--- src/rtl/ol_link_if.sv ---
// Parallel transceiver port bundle for the optical-link controller.
// The master side is the controller; the slave side is the transceiver.
interface ol_link_if #(
  parameter int DATA_W = 16
) ();
  logic [DATA_W-1:0]   data_out;
  logic                ena_tx;
  logic [DATA_W/8-1:0] datak;
  logic [DATA_W-1:0]   data_rx;
  logic                ena_rx;

  modport master (output data_out, ena_tx, datak, input data_rx, ena_rx);
  modport slave  (input data_out, ena_tx, datak, output data_rx, ena_rx);
endinterface

--- src/rtl/ol_link_ctrl.sv ---
// Optical-link bring-up controller: comma alignment, counter link test with
// echo check, then pass-through data mode with loss-of-link re-alignment.
module ol_link_ctrl #(
  parameter int          DATA_W         = 16,
  parameter logic [7:0]  K_CHAR         = 8'hBC,
  parameter logic [7:0]  ALIGN_FILL     = 8'h50,
  parameter int          ALIGN_K_CYC    = 1040000,
  parameter int          ALIGN_IDLE_CYC = 4368,
  parameter int          TEST_CYC       = 4369,
  parameter int          LOCK_RUN       = 2047,
  parameter int          LOSS_CYC       = 256,
  parameter int          TMR_W          = 21
) (
  input  logic              clk,
  input  logic              rst_n,
  input  logic              live,
  input  logic              relink,
  input  logic [DATA_W-1:0] data_tx,
  ol_link_if.master         xcvr,
  output logic              error,
  output logic              send_err,
  output logic [1:0]        state,
  output logic [15:0]       err_cnt
);

  localparam int RUN_W  = $clog2(LOCK_RUN + 1);
  localparam int LOSS_W = $clog2(LOSS_CYC + 1);

  localparam logic [TMR_W-1:0]    K_END      = TMR_W'(ALIGN_K_CYC);
  localparam logic [TMR_W-1:0]    ALIGN_END  = TMR_W'(ALIGN_K_CYC + ALIGN_IDLE_CYC - 1);
  localparam logic [TMR_W-1:0]    TEST_END   = TMR_W'(TEST_CYC - 1);
  localparam logic [RUN_W-1:0]    RUN_MAX    = RUN_W'(LOCK_RUN);
  localparam logic [LOSS_W-1:0]   LOSS_END   = LOSS_W'(LOSS_CYC - 1);
  localparam logic [DATA_W-1:0]   ALIGN_WORD = {(DATA_W/16){ALIGN_FILL, K_CHAR}};
  localparam logic [DATA_W/8-1:0] ALIGN_K    = {(DATA_W/16){2'b01}};

  typedef enum logic [1:0] {
    ST_ALIGN = 2'd0,
    ST_TEST  = 2'd1,
    ST_DATA  = 2'd2,
    ST_ILL   = 2'd3
  } state_t;

  state_t              state_q;
  logic [TMR_W-1:0]    timer;
  logic [DATA_W-1:0]   tx_cnt;
  logic [DATA_W-1:0]   prev_rx;
  logic                prev_vld;
  logic [RUN_W-1:0]    run;
  logic                lock;
  logic [LOSS_W-1:0]   loss;

  logic [DATA_W-1:0]   rx_inc;
  logic                good_cmp;
  logic [RUN_W-1:0]    run_nxt;
  logic                lock_nxt;
  logic                to_align;

  assign state = state_q;

  // Echo check: a word is good when it is one more than the last word seen.
  always_comb begin
    rx_inc   = prev_rx + 1'b1;
    good_cmp = xcvr.ena_rx && (xcvr.data_rx == rx_inc);
    run_nxt  = run;
    if (prev_vld) begin
      if (good_cmp) run_nxt = (run == RUN_MAX) ? run : run + 1'b1;
      else          run_nxt = '0;
    end
    lock_nxt = lock || (run_nxt == RUN_MAX);
    to_align = !live || relink || (state_q == ST_ILL) ||
               ((state_q == ST_DATA) && !xcvr.ena_rx && (loss == LOSS_END));
  end

  // Received-word history is pure data; its validity is tracked by prev_vld.
  always_ff @(posedge clk) begin
    prev_rx <= xcvr.data_rx;
  end

  always_ff @(posedge clk or negedge rst_n) begin
    if (!rst_n) begin
      state_q       <= ST_ALIGN;
      timer         <= '0;
      xcvr.data_out <= '0;
      xcvr.ena_tx   <= 1'b1;
      xcvr.datak    <= '0;
      error         <= 1'b1;
      send_err      <= 1'b0;
      err_cnt       <= '0;
      tx_cnt        <= '0;
      prev_vld      <= 1'b0;
      run           <= '0;
      lock          <= 1'b0;
      loss          <= '0;
    end else begin
      send_err <= 1'b0;
      if (to_align) begin
        // Transmit outputs hold for this cycle; the comma run starts next cycle.
        state_q  <= ST_ALIGN;
        timer    <= '0;
        error    <= 1'b1;
        err_cnt  <= '0;
        tx_cnt   <= '0;
        prev_vld <= 1'b0;
        run      <= '0;
        lock     <= 1'b0;
        loss     <= '0;
      end else begin
        case (state_q)
          ST_ALIGN: begin
            xcvr.data_out <= ALIGN_WORD;
            if (timer < K_END) begin
              xcvr.ena_tx <= 1'b0;
              xcvr.datak  <= ALIGN_K;
            end else begin
              xcvr.ena_tx <= 1'b1;
              xcvr.datak  <= '0;
            end
            if (timer == ALIGN_END) begin
              state_q <= ST_TEST;
              timer   <= '0;
            end else begin
              timer <= timer + 1'b1;
            end
          end
          ST_TEST: begin
            xcvr.ena_tx   <= 1'b1;
            xcvr.datak    <= '0;
            xcvr.data_out <= tx_cnt;
            tx_cnt        <= tx_cnt + 1'b1;
            prev_vld      <= 1'b1;
            run           <= run_nxt;
            lock          <= lock_nxt;
            if (prev_vld && !good_cmp && lock && (err_cnt != 16'hFFFF))
              err_cnt <= err_cnt + 1'b1;
            if (timer == TEST_END) begin
              send_err <= 1'b1;
              error    <= !(lock_nxt && xcvr.ena_rx);
              state_q  <= ST_DATA;
              timer    <= '0;
              loss     <= '0;
            end else begin
              timer <= timer + 1'b1;
            end
          end
          ST_DATA: begin
            xcvr.ena_tx   <= 1'b1;
            xcvr.datak    <= '0;
            xcvr.data_out <= data_tx;
            if (xcvr.ena_rx) loss <= '0;
            else             loss <= loss + 1'b1;
          end
          default: state_q <= ST_ALIGN;
        endcase
      end
    end
  end

endmodule

--- src/flat_wrapper.sv ---
// flat-port wrapper written by rule: the top's interface ports become plain ports
module ol_link_ctrl_flat 
#(
  parameter int          DATA_W         = 16,
  parameter logic [7:0]  K_CHAR         = 8'hBC,
  parameter logic [7:0]  ALIGN_FILL     = 8'h50,
  parameter int          ALIGN_K_CYC    = 1040000,
  parameter int          ALIGN_IDLE_CYC = 4368,
  parameter int          TEST_CYC       = 4369,
  parameter int          LOCK_RUN       = 2047,
  parameter int          LOSS_CYC       = 256,
  parameter int          TMR_W          = 21
)
  (clk, rst_n, live, relink, data_tx, error, send_err, state, err_cnt, xcvr_data_out, xcvr_ena_tx, xcvr_datak, xcvr_data_rx, xcvr_ena_rx);
  ol_link_if #(.DATA_W(DATA_W)) xcvr_i ();
  input  logic clk;
  input  logic rst_n;
  input  logic live;
  input  logic relink;
  input  logic [DATA_W-1:0] data_tx;
  output logic error;
  output logic send_err;
  output logic [1:0] state;
  output logic [15:0] err_cnt;
  output wire logic [$bits(xcvr_i.data_out)-1:0] xcvr_data_out;
  output wire logic [$bits(xcvr_i.ena_tx)-1:0] xcvr_ena_tx;
  output wire logic [$bits(xcvr_i.datak)-1:0] xcvr_datak;
  input wire logic [$bits(xcvr_i.data_rx)-1:0] xcvr_data_rx;
  input wire logic [$bits(xcvr_i.ena_rx)-1:0] xcvr_ena_rx;
  assign xcvr_data_out = xcvr_i.data_out;
  assign xcvr_ena_tx = xcvr_i.ena_tx;
  assign xcvr_datak = xcvr_i.datak;
  assign xcvr_i.data_rx = xcvr_data_rx;
  assign xcvr_i.ena_rx = xcvr_ena_rx;
  ol_link_ctrl #(.DATA_W(DATA_W), .K_CHAR(K_CHAR), .ALIGN_FILL(ALIGN_FILL), .ALIGN_K_CYC(ALIGN_K_CYC), .ALIGN_IDLE_CYC(ALIGN_IDLE_CYC), .TEST_CYC(TEST_CYC), .LOCK_RUN(LOCK_RUN), .LOSS_CYC(LOSS_CYC), .TMR_W(TMR_W)) u_core (.clk(clk), .rst_n(rst_n), .live(live), .relink(relink), .data_tx(data_tx), .xcvr(xcvr_i), .error(error), .send_err(send_err), .state(state), .err_cnt(err_cnt));
endmodule
--- config.mk ---
export PLATFORM = sky130hd
export DESIGN_NAME = ol_link_ctrl_flat
export DESIGN_NICKNAME = d
export VERILOG_FILES = /design/src/rtl/ol_link_if.sv /design/src/rtl/ol_link_ctrl.sv /design/src/flat_wrapper.sv
export SDC_FILE = /design/constraint.sdc
export NUM_CORES = 1
export LEC_CHECK = 0
export ABC_AREA = 1
export CORE_ASPECT_RATIO = 0.9
export CORE_MARGIN = 4
export CORE_UTILIZATION = 25
export CTS_CLUSTER_SIZE = 12
export DETAILED_ROUTE_END_ITERATION = 6
export PLACE_DENSITY = 0.52
export SETUP_SLACK_MARGIN = 0.05
export SYNTH_ARGS = -nofsm -noshare
export SYNTH_HDL_FRONTEND = slang
export SYNTH_SLANG_ARGS = --single-unit
--- constraint.sdc ---
create_clock -name clk -period 3.2 [get_ports clk]
set_input_delay 0.64 -clock clk [delete_from_list [all_inputs] [get_ports clk]]
set_output_delay 0.64 -clock clk [all_outputs]
set_load 0.02 [all_outputs]
==> results.toml, run 1 <==
[setup_path]
crit_top_cell = "nand2_2"
crit_arrival_ns = 3.24
cp.required_ns = 3.54
critical-path-slowest-cell = "dfrtp_1"
path_cells = "ha_2 -> nand2_1 -> nor3_2 -> inv_1 -> nor2_2 -> nand2_1 -> nor2_1 -> ha_2 -> nand3_2 -> nand2_4 -> inv_2 -> nand2_4 -> nand2_2 -> inv_2 -> nand2_2 -> nor4_4 -> nand2_2 -> nor3_4 -> nand2_2 -> o21ai_1 -> inv_1 -> nor2_1"
startpoint_type = "flop"
r2r_end = "u_core.timer[19]"
r2r_start = "u_core.loss[0]"
reg2reg_depth = 22
critPathTopFamily = "simple AND/OR/NAND/NOR gates"
slowest_delay_ns = 0.38
rrSetupSlack_ns = 0.31
path_max_fanout = 7
setup.worst_path.class = "reg2reg"
setup.worst_path.end_class = "flop"
critPathBufInv = 4

[global_routing]
antenna_found_initial = 0
grt_pass1_wl_um = 29400
grt_use_total_pct = 12.8
overflow = 0
first_global_vias = 5636
grt_max_degree = 64

[synthesis]
synth.avg_cell_area_um2 = 7.45
synthesis.nets = 918
ys.warnings.count = 0
ys_seq_area_share_pct = 42.5
synth.area.top_cells = "dfrtp_1 (37%), nand2_1 (11%), inv_1 (7.8%), dfxtp_1 (5.0%), nor2_1 (4.9%)"
synth_edf_count = 0
ys.flop_type = "dfrtp_1"
synth_area_leader_cell = "dfrtp_1"
synth_top_area_share_pct = 36.8
synthArstFlopShare_pct = 85.8
synth_cells = 868
ys_types = 48
synth-seq-cells = 113
syn_area_um2 = 6460

[clock_tree]
cts.sinks = 113
ctsHoldBuffers = 0
clk_pin_slew_worst_paths_ns = 0.05
htreeDepth = 4
cts-root-buf = "clkbuf_16"
cts_made_buffers = 17
clock_path_buffers = 2
cts_tree = "done"
insertion_delay_ns = 0.42

[detailed_routing]
drt_iter0_drc = 259
wire_per_inst_um = 13.4
vias = 5776
viasPerCell = 4.42
dr.pass1.iters = 5
ant_nets = 0
drcViolationCount = 0
drt_wl_total_um = 17500

[flow_run]
drv_cap = 0

[place]
place_area_um2 = 7620
gp_congestion = 0.896
port_buffers = 74
place_hpwl_um = 12700

[power]
power_frac_comb_pct = 10.3
switching_share_pct = 24.5
power_frac_seq_pct = 39.9
power.leakage_nw = 3.49
vdd_drop_max_uv = 302
pwr-share-clk_pct = 49.8
powerDensity_nw_per_um2 = 456
totalPowerFinal_mw = 3.76
p_switching_uw = 923
p_int_mw = 2.84

[sta]
rsz0062_at_grt = "yes"
hold_viol_final = 0
min_period_over_period_pct = 90.4
period_needed_ns = 2.89
setup_viol = 0
finalMaxSlewViolations = 0
clock_skew_ns = 0.00924
slew_headroom_pct = 35.5
fmax_mhz = 346
tightest_slew_ns = 0.964

[finish]
area_growth_pct = 27.7
nets = 1005
fin_area_um2 = 8250
n_antenna_cell = 0
layout-drive-gt1-share_pct = 9.01

[die]
core_um2 = 25300
io_pins = 76
dieArea_um2 = 28500
die_h_um = 161
start_util_pct = 25.5
num_rows = 55
die_width_um = 177

[status]
outcome = "finished clean"

[hold_path]
min_path_type = "in2async"
==> cell families (layout without fill, tap and decap cells) <==
logic type | Yosys count | count (layout) | share of synthesized area [%]
buf+inv | 159 | 257 | 9.74
mux | 1 | 1 | 0.155
xor+xnor | 30 | 30 | 4.07
fa+ha+maj | 13 | 13 | 2.52
simple gates | 413 | 413 | 28.3
flops | 113 | 113 | 42.5
compound gates | 138 | 138 | 12.6
other cells | 1 | 1 | 0.0580
==> cell type report <==
cell class                 instances  area (µm²)
fill                            2737       17100
multi-input combinational        596        3120
sequential                       113        2750
timing repair buffer              88         856
inverter                         139         522
clock buffer                      25         495
tap                              342         428
clock inverter                     5        77.6
==> placed cells by master (no fill, tap or decap), drive strengths merged, types with 13 or more instances in the layout <==
| cell type | count |
|---|---|
| nand2 | 202 |
| inv | 137 |
| dfrtp | 95 |
| nor2 | 91 |
| clkdlybuf4s50 | 73 |
| o21ai | 67 |
| nand3 | 54 |
| a21oi | 41 |
| nor3 | 31 |
| clkbuf | 25 |
| xor2 | 24 |
| nand4 | 21 |
| dfxtp | 16 |
| buf | 15 |
| ha | 13 |
==> Yosys cell counts (all sizes together), types with 2 or more instances <==
cell,count
a211oi,3
o21a,6
nor3,31
nor2,91
a221oi,6
inv,137
xnor2,6
nand3,54
nor4,8
or2,2
buf,8
clkbuf,12
a21oi,41
a31oi,4
nand2,202
dfrtp,95
nand4,21
o21ai,67
nor3b,3
xor2,24
dfstp,2
dfxtp,16
clkinv,2
o22ai,5
ha,13
==> timing repair <==
| action | 4_1_cts | 5_1_grt |
|---|---|---|
| resized for setup | 0 | 11 |
| setup endpoints to repair | 0 | 4 |
| setup buffers | 0 | 2 |
==> metrics by stage <==
stage,cells,worst slack (ns),hold slack [ns],utilization [%],setup TNS (ns)
2_1_floorplan,868,0.562,0.344,-,0
3_5_place_dp,1276,0.267,0.457,30.1,0
3_3_place_gp,1276,0.271,0.446,30.1,0
4_1_cts,1306,0.278,0.359,32.4,0
6_report,1308,0.307,0.307,32.6,0
5_1_grt,1308,-0.0236,0.399,32.6,-0.0236
==> layer usage <==
metal	routed length [µm]	share of wire (%)	track usage [%]	vias up
met5	0	0	0	-
met1	8800	50	17.5	2671
met4	210	1.2	3.94	0
li1	-	-	-	2982
met2	7690	44	19.5	107
met3	851	4.8	3.79	16
==> power groups by stage <==
stage	registers, mW	clock network, mW	logic [mW]
5_1_grt	1.51	1.99	0.435
3_3_place_gp	1.53	0	0.393
6_report	1.50	1.87	0.388
4_1_cts	1.50	1.93	0.396
2_1_floorplan	1.55	0	0.174
3_5_place_dp	1.53	0	0.393
==> worst max path at each step <==
stage,from,to,slack [ns],depth (start not counted)
floorplan,u_core.loss[0],u_core.timer[19],0.56,21
global placement,xcvr_ena_rx,u_core.error,0.27,17
detailed placement,live,u_core.state[1],0.27,7
CTS,u_core.loss[0],u_core.timer[19],0.28,21
global route,u_core.loss[0],u_core.timer[19],-0.02,22
finish,u_core.loss[0],u_core.timer[19],0.31,22
==> worst reg2reg max path, stage by stage, from the launching register on <==
cell and delay, ns:
dfrtp_1 0.38, ha_2 0.20, nand2_1 0.08, nor3_2 0.11, inv_1 0.08, nor2_2 0.09
nand2_1 0.07, nor2_1 0.09, ha_2 0.18, nand3_2 0.09, nand2_4 0.09, inv_2 0.05
nand2_4 0.08, nand2_2 0.06, inv_2 0.08, nand2_2 0.08, nor4_4 0.26, nand2_2 0.13
nor3_4 0.25, nand2_2 0.09, o21ai_1 0.14, inv_1 0.06, nor2_1 0.09
==> state kept, by name, summed over array words and instances (netlist names) <==
name	flops
u_core.send_err	1
u_core.error	1
u_core.lock	1
u_core.timer	21
u_core.loss	9
u_core.xcvr.data_out	16
u_core.tx_cnt	16
u_core.state	2
u_core.prev_rx	16
u_core.run	11
u_core.xcvr.datak	1
u_core.xcvr.ena_tx	1
u_core.prev_vld	1
u_core.err_cnt	16
(Power assumes the default switching activity.)
==> run 2, diff against run 1 <==
--- a/config.mk
+++ b/config.mk
@@ -12,6 +12,7 @@
 export CTS_CLUSTER_SIZE = 12
 export DETAILED_ROUTE_END_ITERATION = 6
 export PLACE_DENSITY = 0.52
+export REMOVE_ABC_BUFFERS = 1
 export SETUP_SLACK_MARGIN = 0.05
 export SYNTH_ARGS = -nofsm -noshare
 export SYNTH_HDL_FRONTEND = slang
==> results.toml, run 2 (synthesis gave the netlist of run 1 again) <==
[finish]
largest_reg_flops = 21
regMostFlops = "u_core.timer"
layout-drive-gt1-share_pct = 11.1
post-route-util_pct = 33.1
final_common_cell = "nand2_1"
final_cell_mix = "nand2_1 (188), inv_1 (135), dfrtp_1 (95), nor2_1 (84), clkdlybuf4s50_1 (73)"
fin_area_um2 = 8390
n_antenna_cell = 0
fin_cells = 1323
nets = 1018
area_growth_pct = 29.9
nFillCells = 2743

[die]
core_um2 = 25300
io_pins = 76
start_util_pct = 25.5
num_rows = 55
die_width_um = 177
dieArea_um2 = 28500
die_h_um = 161

[clock_tree]
htreeDepth = 4
cts_made_buffers = 17
ctsHoldBuffers = 0
cts.sinks = 113
cts_tree = "done"
clk_pin_slew_worst_paths_ns = 0.06
clock_path_buffers = 2
cts-root-buf = "clkbuf_16"
insertion_delay_ns = 0.42

[setup_path]
setup.worst_path.end_class = "flop"
slowest_delay_ns = 0.39
r2r_end = "u_core.timer[19]"
path_max_fanout = 6
crit_start = "u_core.loss[0]"
crit_path_end = "u_core.timer[19]"
critical-path-slowest-cell = "dfrtp_1"
crit_top_cell = "nand2_4"
r2r_start = "u_core.loss[0]"
path_cells = "ha_2 -> nand2_2 -> nor3_2 -> inv_1 -> nor2_2 -> nand2_1 -> nor2_1 -> ha_2 -> nand3_2 -> nand2_4 -> inv_4 -> nand2_4 -> nand2_4 -> inv_4 -> nand2_4 -> nor4_4 -> nand2_2 -> nor3_4 -> nand2_2 -> o21ai_2 -> inv_1 -> nor2_1"
crit_arrival_ns = 3.37
rrSetupSlack_ns = 0.18
reg2reg_depth = 22
setup.worst_path.class = "reg2reg"
cp.required_ns = 3.55
startpoint_type = "flop"

[sta]
hold_viol_final = 0
min_period_over_period_pct = 94.4
tightest_slew_ns = 0.881
rsz0062_at_grt = "yes"
setup_ws_ns = 0.178
period_needed_ns = 3.02
slew_headroom_pct = 41.0
setup_viol = 0
fmax_mhz = 331
clock_skew_ns = 0.00993
finalMaxSlewViolations = 0

[global_routing]
overflow = 0
grt_use_total_pct = 12.3
grt_pass1_wl_um = 28500
grt_max_degree = 53
first_global_vias = 5613
antenna_found_initial = 0

[power]
p_int_mw = 2.74
power_frac_seq_pct = 40.1
p_switching_uw = 992
power_frac_comb_pct = 10.5
vdd_drop_max_uv = 326
powerDensity_nw_per_um2 = 445
pwr-share-clk_pct = 49.4
switching_share_pct = 26.6
totalPowerFinal_mw = 3.74
power.leakage_nw = 3.58

[detailed_routing]
viasPerCell = 4.41
wire_per_inst_um = 12.9
drcViolationCount = 0
vias = 5835
drt_wl_total_um = 17000
dr.pass1.iters = 4
drt_iter0_drc = 406
ant_nets = 0

[place]
dp.cells = 1275
port_buffers = 74
place_hpwl_um = 12400
gp_congestion = 0.854
place_area_um2 = 7630
pre_cts_slack_ns = 0.280

[flow_run]
drv_cap = 0

[status]
outcome = "finished clean"

[hold_path]
min_path_type = "in2async"
[run 2: cell types whose count changed in the layout (fill, tap and decap cells not counted), sizes merged]
cell      before  now
clkbuf        25   19
bufinv         2    1
inv          137  142
buf           15   28
clkinv         4    5
clkinvlp       1    4
[run 2: power by group through the flow]
stage                     Clock, mW  Combinational, mW  Sequential, mW
after global routing           1.98              0.439            1.50
after global placement            0              0.393            1.52
final                          1.85              0.393            1.50
after floorplan                   0              0.162            1.55
after detailed placement          0              0.392            1.52
after CTS                      1.91              0.393            1.50
[run 2: worst max-delay path: cells and delay by family (launching register included)]
| family | cells | cell delay, ns |
|---|---|---|
| DFF | 1 | 0.39 |
| buffers and inverters | 4 | 0.24 |
| adders and majority gates | 2 | 0.40 |
| and+or+nand+nor | 15 | 1.79 |
| AOI/OAI and AO/OA | 1 | 0.14 |
[run 2: cell type report]
cell class                      instances  area, µm²  area share [%]
Timing Repair Buffer                  101        966            11.5
Clock buffer                           19        453            5.40
Inverter                              139        527            6.28
Sequential cell                       113       2750            32.8
Multi-Input combinational cell        596       3140            37.5
Clock inverter                         13        126            1.51
Tap cell                              342        428            5.10
[run 2: worst min path at each step]
stage                     startpoint            endpoint  cells after the start
global route                   rst_n  u_core.err_cnt[10]                      1
finish                         rst_n       u_core.run[0]                      1
global placement    u_core.timer[20]    u_core.timer[20]                      1
floorplan                      rst_n   u_core.err_cnt[0]                      0
CTS                            rst_n       u_core.run[0]                      1
detailed placement  u_core.timer[20]    u_core.timer[20]                      1
[run 2: stage by stage]
stage,hold slack [ns],TNS (ns)
4_1_cts,0.199,0
3_5_place_dp,0.456,0
3_3_place_gp,0.455,0
2_1_floorplan,0.344,0
5_1_grt,0.212,-0.0603
6_report,0.193,0
[run 2: routing by layer]
| layer | global-route usage [%] | vias up | share of wire, % |
|---|---|---|---|
| met4 | 2.92 | 0 | 0.73 |
| met5 | 0 | - | 0 |
| met2 | 19.0 | 101 | 45 |
| met3 | 3.04 | 13 | 3.7 |
| li1 | - | 3016 | - |
| met1 | 17.2 | 2705 | 50 |
[run 2: repair_timing]
action                                  4_1_cts  5_1_grt
buffers inserted                              0       16
endpoints found under the setup margin        0        4
resized for setup                             0       19
endpoints found under the hold margin         0        0
==> run 3, diff against run 2 <==
--- a/config.mk
+++ b/config.mk
@@ -14,6 +14,7 @@
 export PLACE_DENSITY = 0.52
 export REMOVE_ABC_BUFFERS = 1
 export SETUP_SLACK_MARGIN = 0.05
+export SKIP_LAST_GASP = 1
 export SYNTH_ARGS = -nofsm -noshare
 export SYNTH_HDL_FRONTEND = slang
 export SYNTH_SLANG_ARGS = --single-unit
==> results of run 3 <==
The final DEF is identical to that of run 2; final timing and power are the same.
